File: config.mk
export PLATFORM = sky130hd
export DESIGN_NAME = ibuf_line_store_flat
export DESIGN_NICKNAME = d
export VERILOG_FILES = /design/src/rtl/ibuf_line_store_pkg.sv /design/src/rtl/ibuf_line_store_if.sv /design/src/rtl/ibuf_line_slot.sv /design/src/rtl/ibuf_line_store.sv /design/src/flat_wrapper.sv
export SDC_FILE = /design/constraint.sdc
export NUM_CORES = 1
export LEC_CHECK = 0
export CAP_MARGIN = 20
export CORE_AREA = 2 2 263 265
export CTS_BUF_LIST = sky130_fd_sc_hd__clkbuf_8
export CTS_CLUSTER_DIAMETER = 40
export CTS_CLUSTER_SIZE = 14
export DETAILED_ROUTE_END_ITERATION = 6
export DIE_AREA = 0 0 265 267
export PLACE_DENSITY = 0.53
export SYNTH_ARGS = -nofsm -noshare
export SYNTH_HDL_FRONTEND = slang
export SYNTH_SLANG_ARGS = --single-unit
File: constraint.sdc
create_clock -name clk -period 20 [get_ports clk]
set_input_delay 4 -clock clk [delete_from_list [all_inputs] [get_ports clk]]
set_output_delay 4 -clock clk [all_outputs]
set_load 0.03 [all_outputs]
File: src/rtl/ibuf_line_store_pkg.sv
// Shared widths, types and BIP field helpers for the instruction line buffer.
package ibuf_line_store_pkg;

    localparam int unsigned LINE_W    = 128;
    localparam int unsigned NUM_LINES = 4;
    localparam int unsigned IDX_W     = 2;
    localparam int unsigned BIP_W     = 6;
    localparam int unsigned OFF_W     = 4;
    localparam int unsigned OCC_W     = 3;
    localparam int unsigned CNT_W     = 16;

    typedef logic [LINE_W-1:0] line_t;
    typedef logic [IDX_W-1:0]  idx_t;
    typedef logic [BIP_W-1:0]  bip_t;
    typedef logic [OFF_W-1:0]  off_t;

    // Slot index addressed by a byte instruction pointer.
    function automatic idx_t line_idx(input bip_t bip);
        return bip[BIP_W-1 -: IDX_W];
    endfunction

    // Byte offset within the addressed line.
    function automatic off_t byte_off(input bip_t bip);
        return bip[OFF_W-1:0];
    endfunction

endpackage

File: src/rtl/ibuf_line_store_if.sv
// Fetch_1 fill / fetch_2 consume interface of the line buffer.
// Optional starve_cnt signal present with IBUF_PERF_CNT_EN.
interface ibuf_line_store_if;
    import ibuf_line_store_pkg::*;

    logic     fill_valid;
    line_t    fill_data;
    logic     fill_ready;
    logic     advance;
    bip_t     old_BIP;
    bip_t     new_BIP;
    logic     flush;
    bip_t     flush_BIP;
    line_t    line_00;
    line_t    line_01;
    line_t    line_10;
    line_t    line_11;
    logic     line_00_valid;
    logic     line_01_valid;
    logic     line_10_valid;
    logic     line_11_valid;
    logic [OCC_W-1:0] occupancy;
`ifdef IBUF_PERF_CNT_EN
    logic [CNT_W-1:0] starve_cnt;

    modport master (
        output fill_valid, fill_data, advance, old_BIP, new_BIP, flush, flush_BIP,
        input  fill_ready, line_00, line_01, line_10, line_11,
               line_00_valid, line_01_valid, line_10_valid, line_11_valid,
               occupancy, starve_cnt
    );
    modport slave (
        input  fill_valid, fill_data, advance, old_BIP, new_BIP, flush, flush_BIP,
        output fill_ready, line_00, line_01, line_10, line_11,
               line_00_valid, line_01_valid, line_10_valid, line_11_valid,
               occupancy, starve_cnt
    );
`else
    modport master (
        output fill_valid, fill_data, advance, old_BIP, new_BIP, flush, flush_BIP,
        input  fill_ready, line_00, line_01, line_10, line_11,
               line_00_valid, line_01_valid, line_10_valid, line_11_valid,
               occupancy
    );
    modport slave (
        input  fill_valid, fill_data, advance, old_BIP, new_BIP, flush, flush_BIP,
        output fill_ready, line_00, line_01, line_10, line_11,
               line_00_valid, line_01_valid, line_10_valid, line_11_valid,
               occupancy
    );
`endif
endinterface

File: src/rtl/ibuf_line_slot.sv
// One buffer slot: line data plus valid flag; clear/flush dominate set.
module ibuf_line_slot
    import ibuf_line_store_pkg::*;
(
    input  logic  clk,
    input  logic  reset,
    input  logic  load,
    input  logic  set_valid,
    input  logic  clr_valid,
    input  logic  flush,
    input  line_t din,
    output line_t dout,
    output logic  valid
);

    // Line data is only overwritten by a fill; release leaves it in place.
    always_ff @(posedge clk or posedge reset) begin
        if (reset) begin
            dout <= '0;
        end else if (load) begin
            dout <= din;
        end
    end

    // Valid flag; a release or flush in the same cycle wins over a fill.
    always_ff @(posedge clk or posedge reset) begin
        if (reset) begin
            valid <= 1'b0;
        end else if (flush || clr_valid) begin
            valid <= 1'b0;
        end else if (set_valid) begin
            valid <= 1'b1;
        end
    end

endmodule

File: src/rtl/ibuf_line_store.sv
// Four-slot, 16-byte-line instruction buffer feeding fetch_2's rotator.
// Optional perf counter starve_cnt enabled by IBUF_PERF_CNT_EN.
module ibuf_line_store
    import ibuf_line_store_pkg::*;
(
    input  logic clk,
    input  logic reset,
    ibuf_line_store_if.slave bus
);

    idx_t                 wr_ptr;
    logic [NUM_LINES-1:0] valid;
    logic [NUM_LINES-1:0] load;
    logic [NUM_LINES-1:0] clr;
    line_t                data [NUM_LINES];
    logic                 transfer;
    logic                 release_en;
    idx_t                 old_idx;
    logic [OCC_W-1:0]     occ;

    assign old_idx       = line_idx(bus.old_BIP);
    assign bus.fill_ready = ~valid[wr_ptr] & ~bus.flush;
    assign transfer      = bus.fill_valid & bus.fill_ready;
    assign release_en    = bus.advance & ~bus.flush &
                           (old_idx != line_idx(bus.new_BIP));

    // Decode fill target and released slot into per-slot strobes.
    always_comb begin
        load = '0;
        clr  = '0;
        load[wr_ptr]  = transfer;
        clr[old_idx]  = release_en;
    end

    // Slot storage.
    for (genvar g = 0; g < NUM_LINES; g++) begin : g_slot
        ibuf_line_slot u_slot (
            .clk       (clk),
            .reset     (reset),
            .load      (load[g]),
            .set_valid (load[g]),
            .clr_valid (clr[g]),
            .flush     (bus.flush),
            .din       (bus.fill_data),
            .dout      (data[g]),
            .valid     (valid[g])
        );
    end

    // Write pointer: redirected by flush, otherwise steps on each accepted fill.
    always_ff @(posedge clk or posedge reset) begin
        if (reset) begin
            wr_ptr <= '0;
        end else if (bus.flush) begin
            wr_ptr <= line_idx(bus.flush_BIP);
        end else if (transfer) begin
            wr_ptr <= wr_ptr + idx_t'(1);
        end
    end

    // Popcount of valid slots.
    always_comb begin
        occ = '0;
        for (int i = 0; i < NUM_LINES; i++) begin
            occ = occ + OCC_W'(valid[i]);
        end
    end

    assign bus.occupancy     = occ;
    assign bus.line_00       = data[0];
    assign bus.line_01       = data[1];
    assign bus.line_10       = data[2];
    assign bus.line_11       = data[3];
    assign bus.line_00_valid = valid[0];
    assign bus.line_01_valid = valid[1];
    assign bus.line_10_valid = valid[2];
    assign bus.line_11_valid = valid[3];

`ifdef IBUF_PERF_CNT_EN
    idx_t             cur_idx;
    idx_t             nxt_idx;
    logic             starve;
    logic [CNT_W-1:0] starve_q;

    assign cur_idx = line_idx(bus.new_BIP);
    assign nxt_idx = cur_idx + idx_t'(1);
    assign starve  = ~bus.flush & ~(valid[cur_idx] & valid[nxt_idx]);

    // Saturating count of cycles in which fetch_2 cannot form a packet.
    always_ff @(posedge clk or posedge reset) begin
        if (reset) begin
            starve_q <= '0;
        end else if (starve && (starve_q != {CNT_W{1'b1}})) begin
            starve_q <= starve_q + CNT_W'(1);
        end
    end

    assign bus.starve_cnt = starve_q;
`endif

endmodule
File: src/flat_wrapper.sv
// flat-port wrapper written by rule: the top's interface ports become plain ports
module ibuf_line_store_flat import ibuf_line_store_pkg::*;
  (clk, reset, bus_fill_valid, bus_fill_data, bus_advance, bus_old_BIP, bus_new_BIP, bus_flush, bus_flush_BIP, bus_fill_ready, bus_line_00, bus_line_01, bus_line_10, bus_line_11, bus_line_00_valid, bus_line_01_valid, bus_line_10_valid, bus_line_11_valid, bus_occupancy);
  ibuf_line_store_if bus_i ();
  input  logic clk;
  input  logic reset;
  input wire logic [$bits(bus_i.fill_valid)-1:0] bus_fill_valid;
  input wire logic [$bits(bus_i.fill_data)-1:0] bus_fill_data;
  input wire logic [$bits(bus_i.advance)-1:0] bus_advance;
  input wire logic [$bits(bus_i.old_BIP)-1:0] bus_old_BIP;
  input wire logic [$bits(bus_i.new_BIP)-1:0] bus_new_BIP;
  input wire logic [$bits(bus_i.flush)-1:0] bus_flush;
  input wire logic [$bits(bus_i.flush_BIP)-1:0] bus_flush_BIP;
  output wire logic [$bits(bus_i.fill_ready)-1:0] bus_fill_ready;
  output wire logic [$bits(bus_i.line_00)-1:0] bus_line_00;
  output wire logic [$bits(bus_i.line_01)-1:0] bus_line_01;
  output wire logic [$bits(bus_i.line_10)-1:0] bus_line_10;
  output wire logic [$bits(bus_i.line_11)-1:0] bus_line_11;
  output wire logic [$bits(bus_i.line_00_valid)-1:0] bus_line_00_valid;
  output wire logic [$bits(bus_i.line_01_valid)-1:0] bus_line_01_valid;
  output wire logic [$bits(bus_i.line_10_valid)-1:0] bus_line_10_valid;
  output wire logic [$bits(bus_i.line_11_valid)-1:0] bus_line_11_valid;
  output wire logic [$bits(bus_i.occupancy)-1:0] bus_occupancy;
  assign bus_i.fill_valid = bus_fill_valid;
  assign bus_i.fill_data = bus_fill_data;
  assign bus_i.advance = bus_advance;
  assign bus_i.old_BIP = bus_old_BIP;
  assign bus_i.new_BIP = bus_new_BIP;
  assign bus_i.flush = bus_flush;
  assign bus_i.flush_BIP = bus_flush_BIP;
  assign bus_fill_ready = bus_i.fill_ready;
  assign bus_line_00 = bus_i.line_00;
  assign bus_line_01 = bus_i.line_01;
  assign bus_line_10 = bus_i.line_10;
  assign bus_line_11 = bus_i.line_11;
  assign bus_line_00_valid = bus_i.line_00_valid;
  assign bus_line_01_valid = bus_i.line_01_valid;
  assign bus_line_10_valid = bus_i.line_10_valid;
  assign bus_line_11_valid = bus_i.line_11_valid;
  assign bus_occupancy = bus_i.occupancy;
  ibuf_line_store u_core (.clk(clk), .reset(reset), .bus(bus_i));
endmodule
# After elaboration in Yosys (flattened, before gate mapping)
# Cells that the tools add are included.
[word_totals] regBits=518 latchBits=0 ramBits=0 romBits=0 in_bits=151 n_memories=0
[op_classes] addsub=4 mul=0 div_mod_pow=0 n_lt_le_gt_ge=4 n_eq_ne=1 shift=0 muxes=16 bitwise_logic=8 reduce_logical=11
[op_table] op="two-way mux 1 bit" n=11
[op_table] op="nonzero test 2 bit" n=5
[op_table] op="AND 4 bit" n=2
[op_table] op="adder 3 x 1 -> 3 bit" n=2
[op_table] op="< comparator 2 x 3 -> 1 bit, second input constant" n=2
[op_table] op="AND 1 bit" n=4
[op_table] op="demux 1 bit (select 2 bit)" n=2
[op_table] op="greater-or-equal comparator 2 x 1 -> 1 bit, second input constant" n=2
[op_table] op="logical OR 1 bit" n=4
[op_table] op="two-way mux 2 bit" n=2
[op_table] op="adder 1 x 1 -> 2 bit" n=1
[op_table] op="adder 2 x 1 -> 2 bit, second input constant" n=1
[op_table] op="binary-select mux 1 bit (select 2 bit)" n=1
[op_table] op="logical AND 1 bit" n=2
[op_table] op="inequality test 2 bit" n=1
[op_table] op="NOT 1 bit" n=2

# Longest topological paths before layout
# Gate-level depths: netlist (run 1).
[depth] ltp_word=8 mapped_depth=7 depth_no_buf=5

# By module
# From an unflattened synthesis (run 1), not the netlist that was laid out.
[unflattened] cells_unflattened=1143 hier_area_um2=19827.8
[by_module_without_submodules] module="ibuf_line_slot" n_inst=4 cells_each=274 area_per_inst_um2=4859.7 seq_area_each_um2=3228.1
[by_module_without_submodules] module="ibuf_line_store" n_inst=1 cells_each=47 area_per_inst_um2=389.1 seq_area_each_um2=50.0

# Least setup slack after synthesis (run 1)
# Ideal clock, no wire load.
[synth_path] path_kind="in2out" start="in bus_flush" end="out bus_fill_ready" arrival_ps=4869 t_required_ps=16000 setup_slack_ps=11131 stages=4 n_path_buf=1 cell_sequence="clkbuf_2 > or2_2 > o22a_4 > inv_1"
[synth_via] elab_chain_len=2
[synth_rtl] element="from (decl)" line_no="flat_wrapper.sv:12" source="input wire logic [$bits(bus_i.flush)-1:0] bus_flush;"
[synth_rtl] element="NOT 1 bit" line_no="ibuf_line_store.sv:22" source="assign bus.fill_ready = ~valid[wr_ptr] & ~bus.flush;"
[synth_rtl] element="AND 1 bit" line_no="ibuf_line_store.sv:22"
[synth_rtl] element="to (decl)" line_no="flat_wrapper.sv:14" source="output wire logic [$bits(bus_i.fill_ready)-1:0] bus_fill_ready;"
# Every way passes these cells.

# Worst setup path after layout (run 1)
# Ends and elaborated chain as after synthesis.

==> results of run 1 <==
## registers in the layout, indices dropped and copies added, names as in the netlist
| register | count |
|---|---|
| u_core.g_slot.u_slot.dout | 512 |
| u_core.g_slot.u_slot.valid | 4 |
| u_core.wr_ptr | 2 |
## placed cells by master, fill, tap and decap left out, types with 2 or more instances in the layout
cell	instances
nor3_1	2
mux2_1	57
a211oi_1	2
inv_6	8
nand2b_1	3
buf_12	4
nand2_1	7
buf_4	12
clkinv_2	9
clkinv_4	11
a31oi_1	4
clkdlybuf4s50_1	658
inv_8	6
nor2_4	4
o21ai_0	2
dfrtp_1	518
ha_1	6
inv_1	11
mux2_2	456
diode_2	6
clkbuf_8	107
inv_12	3
clkinvlp_4	14
a21oi_1	2
bufinv_16	17
nor2b_1	2
## how the worst max path moves through the flow
stage | start | end | slack (ns)
5_1_grt | bus_flush | bus_fill_ready | 9.97
3_3_place_gp | bus_flush | bus_fill_ready | 10.06
2_1_floorplan | reset | u_core.g_slot[0].u_slot.dout[0] | 1.53
4_1_cts | bus_flush | bus_fill_ready | 10.04
3_5_place_dp | bus_flush | bus_fill_ready | 10.06
6_report | bus_flush | bus_fill_ready | 10.03
## logic make-up after synthesis
| group | count (synthesis) | share of synthesized area, % |
|---|---|---|
| flip-flops | 518 | 65.7 |
| multiplexers | 515 | 29.4 |
| buffers and inverters | 63 | 3.24 |
| AND/OR/NAND/NOR | 20 | 0.596 |
| AO/OA/AOI/OAI | 15 | 0.545 |
| adder cells (fa/ha/maj) | 7 | 0.482 |
| XOR/XNOR | 1 | 0.0444 |
## layer usage
layer / wire length [µm] / vias up / part of all wire (%)
li1: - / 5510 / -
met1: 23400 / 6389 / 38
met2: 31600 / 425 / 51
met3: 4720 / 110 / 7.6
met4: 2070 / 2 / 3.3
met5: 11 / - / 0.018
## power groups by stage
stage	Sequential, µW	Combinational, µW	Clock (µW)
floorplan	2890	527	0
detailed placement	1860	2960	0
finish	1840	2930	1270
CTS	1850	2970	1310
global route	1910	3040	1360
global placement	1830	2950	0
## stage by stage
step / std cells / util, % / setup WS, ns
6_report: 2824 / 43.3 / 10.03
5_1_grt: 2822 / 43.3 / 9.97
4_1_cts: 2816 / 43.2 / 10.04
3_5_place_dp: 2635 / 39.6 / 10.06
3_3_place_gp: 2634 / 39.6 / 10.06
2_1_floorplan: 1139 / - / 1.53
## worst register-to-register path: stages (launching register included)
cell and delay (ns):
dfrtp_1 0.49, mux2_2 0.41, o22a_4 0.27, nor2_4 0.74, buf_4 0.84, mux2_2 0.56
## layout make-up
cell class              count  area (µm²)  share of cell area, %
clock inverters            74         958                   3.26
inverters                   5        26.3                 0.0893
repair buffers            674        6760                   23.0
flip-flops and latches    518       13000                   44.0
well taps                 882        1100                   3.75
multi-input cells         558        6140                   20.8
clock buffers             107        1470                   5.00
diodes                      6        15.0                 0.0510
==> summary.txt, run 1 <==
Global route
  • Vias in the first global route: 13.7k
  • Pin count of the biggest net entering global routing: 145
  • First-pass GRT wire length: 91700 µm
  • GRT met2 Usage: roughly 30%
  • Tot GR Track Use: approximately 17%
  • Met1 Usage GRT: 19.2%
  • GRT Max-Usage Layer: met2
  • Grt ovf: 0
  • Antenna violations before repair: 6
  • GR Layer Usage met3: 5.92%

Final layout
  • Design area: 29400 µm²
  • Nets@finish: 2012
  • Fraction of layout cells with a size suffix above 1: about 34%
  • Layout area overhead: 49.1%
  • Filler cells: 6169

Clock network
  • CTS tree: done
  • Hold Buf Count CTS: 0
  • CTS root buf: clkbuf_8
  • Post-cts repair resize count: 0
  • Worst-skew pair later-pin latency: 0.70 ns
  • CTS H-tree lvls: 3
  • Total CTS buffers: 97
  • Reg clk slew, reported paths: 0.06 ns
  • Setup bufs post-CTS: 0
  • Max Buffers Root-to-Sink: 3
  • Sink Count: slightly above 500

Worst setup path
  • Crit path DAT: about 6.0 ns
  • WP depth: 5
  • Crit-path max cell delay: 0.70 ns
  • Critical path endpoint category: output port
  • Reg2Reg Depth: 5
  • Family with the most delay on the worst path: buffers and inverters
  • Reg-to-Reg Start: u_core.wr_ptr[0]
  • Most used cell, CP: clkdlybuf4s50_1
  • Crit path cell chain: clkdlybuf4s50_1 > or2_2 > o22a_4 > inv_1 > clkdlybuf4s50_1
  • Worst Path Required: 16.00 ns
  • Critical-path top delay cell: clkdlybuf4s50_1
  • WP buf/inv: 3
  • Reg2reg end: u_core.g_slot[1].u_slot.dout[30]
  • Worst setup SP type: primary input
  • CP Class: in2out
  • Worst R2R Setup Slack: 16.58 ns
  • CP max FO: 10

Logic synthesis
  • Share of the synthesized area in the top cell type: about two thirds
  • Synth top area cells: dfrtp_1, mux2_2, mux2_1
  • Most common library cells after synthesis: dfrtp_1, mux2_2, mux2_1
  • Post-Syn Instances: 1139
  • Mean Syn Cell Area: 17.3 µm²
  • Top FF cell, synth: dfrtp_1
  • Seq/Total Area, Yosys: 65.7%
  • Synth Cell Area: 19700 µm²
  • Number of synthesized flops with an enable pin: 0
  • FF+latch count, synth: 518
  • Warnings, synthesis: 0
  • Top-count cell post-synth: dfrtp_1
  • Synth cell types: 30
  • Yosys top cell by area: dfrtp_1
  • Syn_nets: 1297
  • Async set-reset flop share out of synthesis: 100%

STA
  • Final Hold Vio Count: 0
  • Fin crit share: 49.8%
  • Fin Hold WS: 0.487 ns
  • Final setup TNS: 0 ns
  • Fmax: around 0.1 GHz
  • Min cycle time layout: 9.97 ns
  • Pins Over Slew Limit: 0
  • Final number of setup-violating endpoints: 0
  • RSZ-0062 raised after global routing: no
  • Worst slew margin: 32.7%
  • Worst-margin pin slew: 1.01 ns
  • Setup Skew: 0.0446 ns

Outcome
  • Outcome: completed

Placement
  • Area after DPL: ~27000 µm²
  • IO Port Bufs: 658
  • Final Wtd Congestion: about 0.81
  • Hpwl dp: approximately 43000 µm

Route
  • Post-route DRC: 0
  • Via/cell ratio: 4.40
  • Vias: 12.4k
  • Routed wire per std cell: 21.9 µm
  • Final wirelength: 61800 µm
  • Iter 0 DRT Violations: between 400 and 500
  • DRT Pass-1 Iters: 4
  • ANT nets after route: 0

Power
  • Pwr dens: 205 nW/µm²
  • Sw frac: a little over 40%
  • VDD IR max: ~91 µV
  • Logic gate share of total power: 48.5%
  • Clk pwr share: 21.0%
  • Total power: 6030 µW
  • NetSw: 2440 µW
  • LEAKAGE: 0.0122 µW
  • Sequential share of power: 30.5%
  • Int Pwr: 3590 µW

Floorplan
  • Row cnt: 96
  • Top-Level Pins: 671
  • Die height: 267 µm
  • Core Area: 68000 µm²
  • Die Wd: 265 µm
  • DIE AREA: between 70000 and 80000 µm²
  • Initial Utilization: 29.0%

Hold path
  • Hold path start: u_core.g_slot[0].u_slot.dout[1]
  • Worst Hold Endpoint: u_core.g_slot[0].u_slot.dout[1]
  • Hold Path Class: reg2reg
  • Cells on Worst Hold Path: 1

Run
  • Maxcap violations: 0
(Power assumes the default switching activity.)
==> run 2, diff against run 1 <==
Settings changed: CORE_AREA 2 2 263 265 to 2 2 259 261, DIE_AREA 0 0 265 267 to 0 0 261 263, PLACE_DENSITY 0.53 to 0.57.
Clock period 20 ns to 8.8 ns, I/O delays scaled along.
==> run 2 against run 1 <==
  * Clock skew decreased by 0.013 ns
  * Via count decreased by 0.35%
  * Sequential power increased by 130%
  * Sequential share of layout area increased by 0.68 points
  * Non-clock buffer count decreased by 2
  * Largest power group unchanged
==> summary.txt, run 2 (same netlist as run 1, synthesis figures left out) <==
Hold path
  • Hold path start: u_core.g_slot[0].u_slot.dout[118]
  • Hold Path Class: reg2reg

Route
  • Routed wire per std cell: 21.3 µm (-2.7%)
  • Post-route DRC: 0 (unchanged)
  • ANT nets after route: 0 (unchanged)
  • DRT Pass-1 Iters: 4 (unchanged)
  • Final wirelength: 59200 µm (-4.3%)
  • Iter 0 DRT Violations: 453 (+8.6%)
  • Vias: 12.4k (-0.35%)
  • Via/cell ratio: 4.46 (+1.3%)

Final layout
  • Top flop regs: u_core.g_slot.u_slot.dout: 512 flops, u_core.g_slot.u_slot.valid: 4 flops, u_core.wr_ptr: 2 flops
  • Commonest non-fill, non-tap cells in the layout: clkdlybuf4s50_1, dfrtp_1, mux2_2
  • Fraction of layout cells with a size suffix above 1: 33.2% (-0.57 points)
  • Layout area overhead: 46.9%
  • Biggest register: u_core.g_slot.u_slot.dout
  • Nets@finish: 1999 (-0.65%)
  • Final non-filler cell total: 2779 (-1.6%)
  • Design area: 29000 µm² (-1.5%)
  • Core Util, Final: 44.2% (+0.87 points)
  • Commonest non-fill, non-tap cell in the layout: clkdlybuf4s50_1
  • Largest register FFs: 512 (unchanged)
  • Filler cells: 5895 (-4.4%)

Global route
  • First-pass GRT wire length: 88600 µm (-3.5%)
  • Vias in the first global route: 13.6k (-0.58%)
  • Grt ovf: 0 (unchanged)
  • Tot GR Track Use: 17.0% (-0.22 points)
  • Pin count of the biggest net entering global routing: 170 (+17%)
  • Antenna violations before repair: 4 (-2)

Floorplan
  • Die Wd: 261 µm (-1.5%)
  • Top-Level Pins: 671 (unchanged)
  • Die height: 263 µm (-1.5%)
  • DIE AREA: 68600 µm² (-3.0%)
  • Core Area: 65600 µm² (-3.5%)
  • Initial Utilization: 30.1% (+1.0 points)
  • Row cnt: 94 (-2.1%)

Power
  • Pwr dens: 458 nW/µm² (+120%)
  • LEAKAGE: 0.0120 µW (-2.0%)
  • VDD IR max: 266 µV (+190%)

STA
  • Final setup TNS: 0 ns (unchanged)
  • Worst slew margin: 29.2% (-3.5 points)
  • Final worst setup slack: 3.34 ns (-6.69 ns)
  • RSZ-0062 raised after global routing: no
  • Pins Over Slew Limit: 0 (unchanged)
  • Min cycle time layout: 5.46 ns
  • Fmax: ~0.18 GHz
  • Setup Skew: 0.0315 ns (-0.0131 ns)
  • Fin crit share: 62.0%
  • Final Hold Vio Count: 0 (unchanged)
  • Worst-margin pin slew: 1.06 ns (+0.0522 ns)
  • Final number of setup-violating endpoints: 0 (unchanged)

Placement
  • Place WS: 3.36 ns (-6.70 ns)
  • Inst Count DP: 2617 (-0.68%)
  • IO Port Bufs: 658 (unchanged)
  • Hpwl dp: 41100 µm (-5.2%)
  • Final Wtd Congestion: 0.773 (-4.8%)
  • Area after DPL: 26900 µm² (about the same)

Outcome
  • Outcome: completed

Worst setup path
  • Crit path DAT: 3.70 ns (-2.27 ns)
  • CP Class: in2out
  • Reg-to-Reg Start: u_core.wr_ptr[0]
  • CP max FO: 10 (unchanged)
  • Worst Setup SP: bus_flush
  • Critical path endpoint category: output port
  • Worst setup SP type: primary input
  • Worst Path Required: 7.04 ns (-8.96 ns)

Clock network
  • CTS H-tree lvls: 3 (unchanged)
  • CTS root buf: clkbuf_8
  • CTS tree: done
  • Reg clk slew, reported paths: 0.06 ns (about the same)
  • Sink Count: 518 (unchanged)
  • Max Buffers Root-to-Sink: 3 (unchanged)
  • Total CTS buffers: 86 (-11%)
  • Post-cts repair resize count: 0 (unchanged)
  • Setup bufs post-CTS: 0 (unchanged)
  • Worst-skew pair later-pin latency: 0.68 ns (-0.02 ns)
  • Hold Buf Count CTS: 0 (unchanged)

Run
  • Maxcap violations: 0 (unchanged)
[run 2: cell count changes in the layout (fill, tap and decap cells not counted), sizes merged]
cell,change
inv,-5
clkinv,-5
bufinv,-7
clkinvlp,+7
clkbuf,-12
diode,-3
buf,-2
[run 2: worst max-delay path: stages]
cell and delay (ns):
clkdlybuf4s50_1 0.57, or2_2 0.36, o22a_4 0.25, inv_1 0.08
clkdlybuf4s50_1 0.69
[run 2: layer usage]
metal / part of all wire (%) / routed length [µm] / global-route usage, % / vias up
met5: 0.032 / 19 / 0 / -
met4: 3.0 / 1800 / 6.83 / 2
met3: 8.1 / 4800 / 5.68 / 109
met2: 52 / 30800 / 30.3 / 414
met1: 37 / 21700 / 18.5 / 6395
li1: - / - / - / 5473
[run 2: final cells by class]
cell class | count | area [µm²] | share of cell area (%)
sequential | 518 | 13000 | 44.7
timing repair buffer | 672 | 6740 | 23.3
multi-input combinational | 558 | 6140 | 21.2
clock buffer | 95 | 1310 | 4.51
tap | 864 | 1080 | 3.73
clock inverter | 64 | 723 | 2.50
inverter | 5 | 22.5 | 0.0777
antenna | 3 | 7.51 | 0.0259
[run 2: worst paths after layout]
path	endpoint	slack [ns]	cells past startpoint
min reg2reg	u_core.g_slot[0].u_slot.dout[118]	0.48	1
max reg2reg	u_core.g_slot[2].u_slot.dout[51]	5.62	5
min	u_core.g_slot[0].u_slot.dout[118]	0.48	1
max in group asynchronous	u_core.g_slot[2].u_slot.dout[98]	5.69	4
max	bus_fill_ready	3.34	5
min in group asynchronous	u_core.g_slot[1].u_slot.dout[6]	1.64	3
[run 2: report_power, final]
group	internal, µW	switching (µW)	total (µW)	leakage (µW)
Sequential	3570	608	4180	0.00623
Combinational	2900	3710	6610	0.00477
Clock	1350	1130	2480	0.000987
[run 2: through the flow]
step	hold WS [ns]	total power, µW
6_report	0.485	13300
5_1_grt	0.506	13900
4_1_cts	0.491	13500
3_5_place_dp	0.474	10900
3_3_place_gp	0.467	10800
2_1_floorplan	0.662	7770
